### src/rtl/ifetch_stage.sv
// Instruction fetch stage: owns the fetch PC, keeps one imem request in flight, and holds the fetched word for decode.
// Optional IFETCH_MISALIGN_TRAP_EN: a misaligned redirect target sets a sticky flag and halts fetch until reset.
module ifetch_stage #(
    parameter logic [31:0] RESET_PC  = 32'h0000_0000,
    parameter logic [31:0] NOP_INSTR = 32'h0000_0013
) (
    input  logic        clk,
    input  logic        rst,
    output logic        imem_req_valid,
    input  logic        imem_req_ready,
    output logic [31:0] imem_addr,
    input  logic        imem_rsp_valid,
    input  logic [31:0] imem_rsp_data,
    output logic        instr_valid,
    input  logic        instr_ready,
    output logic [31:0] instr,
    output logic [31:0] pc,
    output logic [31:0] pc_plus4,
    output logic [6:0]  op,
    output logic [2:0]  funct3,
    output logic        funct7,
    input  logic        redirect,
    input  logic [31:0] redirect_target,
    output logic        misaligned
);

    typedef enum logic [2:0] {
        IDLE,
        REQ,
        WAIT,
        HOLD,
        HALT
    } state_t;

    state_t      state_q, state_d;
    logic [31:0] fetch_pc_q, fetch_pc_d;
    logic [31:0] instr_q, instr_d;
    logic [31:0] pc_q, pc_d;
    logic        drop_q, drop_d;
    logic        req_valid_q, req_valid_d;
    logic        instr_valid_q, instr_valid_d;
    logic [31:0] target;
    logic        trap;

`ifdef IFETCH_MISALIGN_TRAP_EN
    logic        misaligned_q, misaligned_d;

    assign target     = redirect_target;
    assign trap       = redirect && (redirect_target[1:0] != 2'b00);
    assign misaligned = misaligned_q;
`else
    assign target     = redirect_target & 32'hFFFF_FFFC;
    assign trap       = 1'b0;
    assign misaligned = 1'b0;
`endif

    always_comb begin
        state_d    = state_q;
        fetch_pc_d = fetch_pc_q;
        instr_d    = instr_q;
        pc_d       = pc_q;
        drop_d     = drop_q;
`ifdef IFETCH_MISALIGN_TRAP_EN
        misaligned_d = misaligned_q;
`endif
        case (state_q)
            IDLE: begin
                state_d = REQ;
                if (redirect) begin
                    fetch_pc_d = target;
                end
            end
            REQ: begin
                if (redirect) begin
                    fetch_pc_d = target;
                    // An accepted request to the old address must have its response discarded.
                    if (imem_req_ready) begin
                        drop_d  = 1'b1;
                        state_d = WAIT;
                    end
                end else if (imem_req_ready) begin
                    state_d = WAIT;
                end
            end
            WAIT: begin
                if (redirect) begin
                    fetch_pc_d = target;
                    if (imem_rsp_valid) begin
                        drop_d  = 1'b0;
                        state_d = REQ;
                    end else begin
                        drop_d = 1'b1;
                    end
                end else if (imem_rsp_valid) begin
                    if (drop_q) begin
                        drop_d  = 1'b0;
                        state_d = REQ;
                    end else begin
                        instr_d = imem_rsp_data;
                        pc_d    = fetch_pc_q;
                        state_d = HOLD;
                    end
                end
            end
            HOLD: begin
                if (redirect) begin
                    fetch_pc_d = target;
                    instr_d    = NOP_INSTR;
                    state_d    = REQ;
                end else if (instr_ready) begin
                    fetch_pc_d = fetch_pc_q + 32'd4;
                    state_d    = REQ;
                end
            end
            HALT: begin
                state_d = HALT;
            end
            default: begin
                state_d = IDLE;
            end
        endcase

        if (trap && (state_q != HALT)) begin
            state_d = HALT;
            drop_d  = 1'b0;
`ifdef IFETCH_MISALIGN_TRAP_EN
            misaligned_d = 1'b1;
`endif
        end

        // Handshake outputs are registered copies of the next state.
        req_valid_d   = (state_d == REQ);
        instr_valid_d = (state_d == HOLD);
    end

    always_ff @(posedge clk or posedge rst) begin
        if (rst) begin
            state_q       <= IDLE;
            fetch_pc_q    <= RESET_PC;
            instr_q       <= NOP_INSTR;
            pc_q          <= RESET_PC;
            drop_q        <= 1'b0;
            req_valid_q   <= 1'b0;
            instr_valid_q <= 1'b0;
`ifdef IFETCH_MISALIGN_TRAP_EN
            misaligned_q  <= 1'b0;
`endif
        end else begin
            state_q       <= state_d;
            fetch_pc_q    <= fetch_pc_d;
            instr_q       <= instr_d;
            pc_q          <= pc_d;
            drop_q        <= drop_d;
            req_valid_q   <= req_valid_d;
            instr_valid_q <= instr_valid_d;
`ifdef IFETCH_MISALIGN_TRAP_EN
            misaligned_q  <= misaligned_d;
`endif
        end
    end

    assign imem_req_valid = req_valid_q;
    assign imem_addr      = fetch_pc_q;
    assign instr_valid    = instr_valid_q;
    assign instr          = instr_q;
    assign pc             = pc_q;
    assign pc_plus4       = pc_q + 32'd4;
    assign op             = instr_q[6:0];
    assign funct3         = instr_q[14:12];
    assign funct7         = instr_q[30];

endmodule

### config.mk
export PLATFORM = sky130hd
export DESIGN_NAME = ifetch_stage
export DESIGN_NICKNAME = d
export VERILOG_FILES = /design/src/rtl/ifetch_stage.sv
export SDC_FILE = /design/constraint.sdc
export NUM_CORES = 1
export LEC_CHECK = 0
export CAP_MARGIN = 20
export CORE_ASPECT_RATIO = 1.25
export CORE_MARGIN = 2
export CORE_UTILIZATION = 39
export DETAILED_ROUTE_END_ITERATION = 12
export PLACE_DENSITY = 0.75
export SKIP_CTS_REPAIR_TIMING = 1
export SLEW_MARGIN = 20
export SYNTH_ARGS = -nofsm -noshare
export SYNTH_HDL_FRONTEND = slang
export SYNTH_SLANG_ARGS = --single-unit
### constraint.sdc
create_clock -name clk -period 2.9 [get_ports clk]
set_input_delay 0.29 -clock clk [delete_from_list [all_inputs] [get_ports clk]]
set_output_delay 0.29 -clock clk [all_outputs]
set_load 0.05 [all_outputs]
==> results.sh, run 1 <==
export IMPL_status="finished clean"
export IMPL_largest_net_degree_at_the_start_of_global_routing=99
export IMPL_r2r_worst_path_cells=4
export IMPL_worst_slew_margin_rel=0.608
export IMPL_sequential_to_total_area_share_from_yosys_stat=0.483
export IMPL_ys_ff_latch=98
export IMPL_post_syn_instances=563
export IMPL_layout_worst_path_cycle_share=0.933
export IMPL_inst_count_dp=898
export IMPL_setup_viol=0
export IMPL_clkSinkCount=98
export IMPL_ioPinCount=212
export IMPL_leakagePower_nw=3.27
export IMPL_kind_of_start_point_of_the_critical_path="flip-flop"
export IMPL_synth_warning_count=0
export IMPL_final_cell_area_um2=7710
export IMPL_setup_ws_ns=0.194
export IMPL_synth_edf_count=0
export IMPL_crit_path_end_kind="output port"
export IMPL_fill_cell_total_of_the_finished_layout=1061
export IMPL_layout_min_cycle_time_ns=2.71
export IMPL_finalPower_w=0.00864
export IMPL_gr_usage_met3=0.0590
export IMPL_crit_path_arrival_time_ns=2.42
export IMPL_synthTopCellsByCount="134 x sky130_fd_sc_hd__nand2_1, 95 x sky130_fd_sc_hd__dfrtp_1, 32 x sky130_fd_sc_hd__nand3_1"
export IMPL_detailedPlacementHpwl_mm=11.5
export IMPL_critical_path_max_fanout=7
export IMPL_post_synth_top_count_cell="sky130_fd_sc_hd__nand2_1"
export IMPL_number_of_antenna_violations_at_the_first_check_in_global_routing=0
export IMPL_timing_max_cap_violations=0
export IMPL_grt_setup_unrepaired="no"
export IMPL_most_heavily_used_metal_layer_in_global_routing="met2"
export IMPL_gr_usage_met1=0.253
export IMPL_reg2reg_to="imem_addr[29]$_DFFE_PP0P_"
export IMPL_start_util=0.400
export IMPL_final_antenna_net_count=0
export IMPL_finalWirelength_mm=15.5
export IMPL_postPlaceCellArea_um2=7370
export IMPL_number_of_global_route_vias_before_repair=4938
export IMPL_power_density_cell_area_nw_per_um2=1120
export IMPL_fmaxAchievable_ghz=0.370
export IMPL_global_route_usage_met2=0.403
export IMPL_finalMaxSlewViolations=0
export IMPL_hold_path_class="in -> async"
export IMPL_async_reset_ff_frac=1.00
export IMPL_clock_transition_at_path_regs_ns=0.07
export IMPL_cts_root_buffer="sky130_fd_sc_hd__clkbuf_16"
export IMPL_yosysTopAreaCellShare=0.468
export IMPL_grtUsageTotal=0.223
export IMPL_dr_total_vias=4989
export IMPL_layout_area_overhead_vs_synth_pct=51.6
export IMPL_grt_pass1_wl_mm=25.1
export IMPL_rr_startpoint="state_q[2]$_DFF_PP0_"
export IMPL_synth_area_top_cells="sky130_fd_sc_hd__dfrtp_1 47%, sky130_fd_sc_hd__nand2_1 9.9%, sky130_fd_sc_hd__a22o_1 5.0%"
export IMPL_synth_top_area_cell="sky130_fd_sc_hd__dfrtp_1"
export IMPL_cts_tree="yes"
export IMPL_hold_viol_final=0
export IMPL_worst_skew_pair_late_latency_ns=0.34
export IMPL_finish_cell_count_without_fillers=914
export IMPL_postSynthAreaPerCell_um2=9.03
export IMPL_worst_clock_skew_ns=0.00957
export IMPL_port_buffer_count=202
export IMPL_design_die_area_um2=14000
export IMPL_grt_overflow=0
export IMPL_synth_area_um2=5080
export IMPL_avgRoutedWirePerCell_um=16.9
export IMPL_post_place_ws_ns=0.301
export IMPL_floorplan_die_height_um=132
export IMPL_cts_buffer_depth=2
export IMPL_drt_iter0_drc=408
export IMPL_path_class="reg -> out"
export IMPL_max_slew_worst_pin_slew_ns=0.589
export IMPL_num_nets_final=813
export IMPL_multi_input_area_um2=2420
export IMPL_finalWeightedCongestion=0.871
export IMPL_reg2reg_setup_slack_ns=0.77
export IMPL_ctsHtreeMaxLevel=3
export IMPL_detail_route_vias_per_cell=5.46
export IMPL_firstDrtPassIters=5
export IMPL_std_cell_rows=46
export IMPL_die_w_um=106
export IMPL_cts_buffers=9
export IMPL_drc=0
export IMPL_synth_main_ff_cell="sky130_fd_sc_hd__dfrtp_1"
export IMPL_post_synth_num_cell_types=54
export IMPL_worstPathRequired_ns=2.61
export IMPL_insertedDiodeCount=0
export IMPL_final_layout_size_suffix_gt1_frac=0.0845
export IMPL_final_seq_area_um2=2460
export IMPL_fp_coreArea_um2=12700
export IMPL_vdd_ir_drop_worst_v=0.000542
==> state kept, by name, indices dropped and copies added (netlist names) <==
name and count:
state_q 3, imem_req_valid 1, imem_addr 30, pc 30
drop_q 1, instr_valid 1, instr 32
==> cells in the final DEF (no fill, tap or decap), types with 7 or more instances in the layout <==
cell type and n:
sky130_fd_sc_hd__buf_12 16, sky130_fd_sc_hd__dfrtp_1 95, sky130_fd_sc_hd__clkbuf_16 9, sky130_fd_sc_hd__xnor2_1 19
sky130_fd_sc_hd__o22ai_1 8, sky130_fd_sc_hd__nand2_1 134, sky130_fd_sc_hd__clkdlybuf4s50_1 182, sky130_fd_sc_hd__a21oi_1 27
sky130_fd_sc_hd__o21ai_0 22, sky130_fd_sc_hd__and4_1 9, sky130_fd_sc_hd__nor3_1 10, sky130_fd_sc_hd__a22o_1 29
sky130_fd_sc_hd__nand3_1 32, sky130_fd_sc_hd__conb_1 7, sky130_fd_sc_hd__nor2_1 20, sky130_fd_sc_hd__nand4_1 15
sky130_fd_sc_hd__a2bb2oi_1 8, sky130_fd_sc_hd__buf_4 11
==> layout make-up <==
class | instances | share of cell area
clock buffer | 10 | 0.0310
multi-input combinational | 414 | 0.314
sequential | 98 | 0.319
inverter | 5 | 0.00276
clock inverter | 6 | 0.0115
timing repair buffer | 213 | 0.295
tap | 168 | 0.0273
==> through the flow <==
| stage | util | TNS (ns) | hold slack, ns |
|---|---|---|---|
| 2_1_floorplan | - | 0 | 0.406 |
| 3_3_place_gp | 0.579 | 0 | 0.482 |
| 3_5_place_dp | 0.579 | 0 | 0.487 |
| 4_1_cts | 0.605 | -0.0784 | 0.445 |
| 5_1_grt | 0.606 | 0 | 0.447 |
| 6_report | 0.606 | 0 | 0.362 |
==> how the worst max path moves through the flow <==
stage / from / endpoint / slack [ns] / depth (start not counted)
2_1_floorplan: pc[17]$_DFFE_PP0P_ / pc_plus4[31] / 0.006 / 5
3_3_place_gp: pc[3]$_DFFE_PP0P_ / pc_plus4[14] / 0.40 / 6
3_5_place_dp: pc[3]$_DFFE_PP0P_ / pc_plus4[14] / 0.30 / 6
4_1_cts: pc[3]$_DFFE_PP0P_ / pc_plus4[14] / -0.08 / 6
5_1_grt: pc[5]$_DFFE_PP0P_ / pc_plus4[9] / 0.06 / 5
6_report: pc[4]$_DFFE_PP0P_ / pc_plus4[9] / 0.19 / 5
==> metal layers <==
layer,vias up,share of wire
met5,-,0
met4,0,0.018
met3,20,0.070
met2,219,0.53
met1,2410,0.38
li1,2340,-
==> cells by family (layout without fill, tap and decap cells) <==
| logic type | count (synthesis) | in the layout | synth area share |
|---|---|---|---|
| flip-flops | 98 | 98 | 0.483 |
| other | 1 | 7 | 0.000737 |
| XOR/XNOR | 28 | 28 | 0.0482 |
| buffers and inverters | 57 | 234 | 0.0566 |
| adder cells (fa/ha/maj) | 2 | 2 | 0.00492 |
| AO/OA/AOI/OAI | 120 | 120 | 0.163 |
| AND/OR/NAND/NOR | 257 | 257 | 0.244 |
==> where the power goes <==
group / total, W / leakage (nW) / internal [W] / switching [W]
sequential: 0.00243 / 1.25 / 0.00178 / 0.000645
combinational: 0.00492 / 1.87 / 0.00175 / 0.00316
clock: 0.00130 / 0.155 / 0.000781 / 0.000516
total: 0.00864 / 3.27 / 0.00432 / 0.00432
==> critical path, cell delays in order (launching register included) <==
cell and delay, ns:
sky130_fd_sc_hd__dfrtp_1 0.45, sky130_fd_sc_hd__and3_1 0.20, sky130_fd_sc_hd__nand3_1 0.21, sky130_fd_sc_hd__nor2_1 0.20, sky130_fd_sc_hd__xor2_1 0.17, sky130_fd_sc_hd__clkdlybuf4s50_1 0.83
Power figures use the tool's default switching activity.
==> run 2: changes to the inputs <==
CAP_MARGIN = default   (was 20)
SLEW_MARGIN = 10   (was 20)
clock period = 2.39 ns   (was 2.9 ns; I/O delays follow)
==> run 2 against run 1 <==
Effect of this change: non-clock buffer count increased by 38; register-to-register slack got worse by 0.54 ns; final cell count increased by 4.2%; critical path type unchanged; hold slack got worse by 0.028 ns.
==> results.sh, run 2 (same netlist as run 1, synthesis figures left out) <==
export IMPL_setup_tns_ns=0
export IMPL_finalWirelength_mm=15.6
export IMPL_kind_of_start_point_of_the_critical_path="flip-flop"
export IMPL_finalWeightedCongestion=0.894
export IMPL_timing_max_cap_violations=0
export IMPL_detail_route_vias_per_cell=5.30
export IMPL_number_of_global_route_vias_before_repair=4908
export IMPL_cts_buffers=9
export IMPL_hold_viol_final=0
export IMPL_start_util=0.400
export IMPL_cts_tree="yes"
export IMPL_port_buffer_count=202
export IMPL_crit_path_end_kind="output port"
export IMPL_crit_path_arrival_time_ns=2.11
export IMPL_drt_iter0_drc=236
export IMPL_max_slew_worst_pin_slew_ns=0.545
export IMPL_floorplan_die_height_um=132
export IMPL_timing_critical_path_cells="ha_4 > and4_4 > nand3_4 > nor2_2 > buf_6 > nand4_1 > xnor2_2 > buf_12"
export IMPL_status="finished clean"
export IMPL_final_antenna_net_count=0
export IMPL_avgRoutedWirePerCell_um=16.4
export IMPL_detailedPlacementHpwl_mm=11.7
export IMPL_ioPinCount=212
export IMPL_worst_skew_pair_late_latency_ns=0.34
export IMPL_ctsHtreeMaxLevel=3
export IMPL_slowest_delay_ns=0.42
export IMPL_path_class="reg -> out"
export IMPL_critPathTopFamily="simple AND/OR/NAND/NOR gates"
export IMPL_clock_transition_at_path_regs_ns=0.07
export IMPL_post_route_utilization=0.653
export IMPL_cts_root_buffer="sky130_fd_sc_hd__clkbuf_16"
export IMPL_grt_pass1_wl_mm=24.7
export IMPL_vdd_ir_drop_worst_v=0.000751
export IMPL_post_place_ws_ns=0.185
export IMPL_insertedDiodeCount=0
export IMPL_worst_clock_skew_ns=0.00831
export IMPL_layout_area_overhead_vs_synth_pct=63.4
export IMPL_grt_setup_unrepaired="yes"
export IMPL_final_layout_size_suffix_gt1_frac=0.191
export IMPL_num_nets_final=851
export IMPL_largest_register_ffs=32
export IMPL_leakagePower_nw=3.52
export IMPL_grtUsageTotal=0.218
export IMPL_grt_overflow=0
export IMPL_hold_path_class="in -> async"
export IMPL_clkSinkCount=98
export IMPL_most_common_layout_cells="177 x sky130_fd_sc_hd__clkdlybuf4s50_1, 133 x sky130_fd_sc_hd__nand2_1, 77 x sky130_fd_sc_hd__dfrtp_1"
export IMPL_finalMaxSlewViolations=0
export IMPL_design_die_area_um2=14000
export IMPL_drc=0
export IMPL_setup_ws_ns=0.0430
export IMPL_std_cell_rows=46
export IMPL_power_density_cell_area_nw_per_um2=1340
export IMPL_cts_buffer_depth=2
export IMPL_layout_worst_path_cycle_share=0.982
export IMPL_largest_net_degree_at_the_start_of_global_routing=61
export IMPL_firstDrtPassIters=4
export IMPL_fmaxAchievable_ghz=0.426
export IMPL_die_w_um=106
export IMPL_critical_path_max_fanout=7
export IMPL_critPathSlowestCell="sky130_fd_sc_hd__dfrtp_2"
export IMPL_postPlaceCellArea_um2=7700
export IMPL_final_common_cell="sky130_fd_sc_hd__clkdlybuf4s50_1"
export IMPL_setup_viol=0
export IMPL_dr_total_vias=5042
export IMPL_worst_slew_margin_rel=0.635
export IMPL_fp_coreArea_um2=12700
export IMPL_worstPathRequired_ns=2.15
export IMPL_layout_min_cycle_time_ns=2.35
export IMPL_final_cell_area_um2=8310
export IMPL_worst_case_hold_slack_ns=0.334
export IMPL_number_of_antenna_violations_at_the_first_check_in_global_routing=0
export IMPL_cp_num_buf_inv=2
==> run 2: report_power, final <==
group / leakage (nW) / switching, W / internal [W] / total [W]
combinational: 2.14 / 0.00409 / 0.00260 / 0.00669
sequential: 1.22 / 0.000716 / 0.00219 / 0.00291
clock: 0.159 / 0.000625 / 0.000905 / 0.00153
==> run 2: layout make-up <==
| class | count | area, um^2 |
|---|---|---|
| clock inverter | 4 | 56.3 |
| clock buffer | 12 | 267 |
| inverter | 5 | 22.5 |
| fill | 963 | 4410 |
| tap | 168 | 210 |
| timing repair buffer | 251 | 2620 |
| multi-input combinational | 414 | 2650 |
| sequential | 98 | 2480 |
==> run 2: through the flow <==
stage / instances / total power [W]
floorplan: 569 / 0.00686
global placement: 912 / 0.00922
detailed placement: 912 / 0.00933
CTS: 928 / 0.0109
global route: 952 / 0.0116
finish: 952 / 0.0111
==> run 2: worst reg2reg max path, delay by kind of cell, from the launching register on <==
| kind | cells | cell delay (ns) |
|---|---|---|
| AOI/OAI and AO/OA | 1 | 0.14 |
| and+or+nand+nor | 4 | 1.18 |
| DFF | 1 | 0.49 |
| adders and majority gates | 1 | 0.26 |
==> run 2: metal layers <==
metal / wire, um / track usage / vias to the layer above
li1: - / - / 2409
met1: 6120 / 0.260 / 2421
met2: 8230 / 0.379 / 196
met3: 1040 / 0.0565 / 16
met4: 235 / 0.0738 / 0
met5: 0 / 0 / -
==> run 2: path summary, 6_finish.rpt <==
kind / start / cells after the start / end / slack [ns]
max: pc[2]$_DFFE_PP0P_ / 8 / pc_plus4[28] / 0.04
min: rst / 3 / imem_addr[6]$_DFFE_PP0P_ / 0.33
max reg2reg: imem_addr[2]$_DFFE_PP0P_ / 6 / imem_addr[30]$_DFFE_PP0P_ / 0.23
min reg2reg: instr[26]$_DFFE_PP0P_ / 1 / instr[26]$_DFFE_PP0P_ / 0.50
max in group asynchronous: rst / 3 / instr[4]$_DFFE_PP1P_ / 1.62
min in group clk: redirect_target[3] / 3 / imem_addr[3]$_DFFE_PP0P_ / 0.46
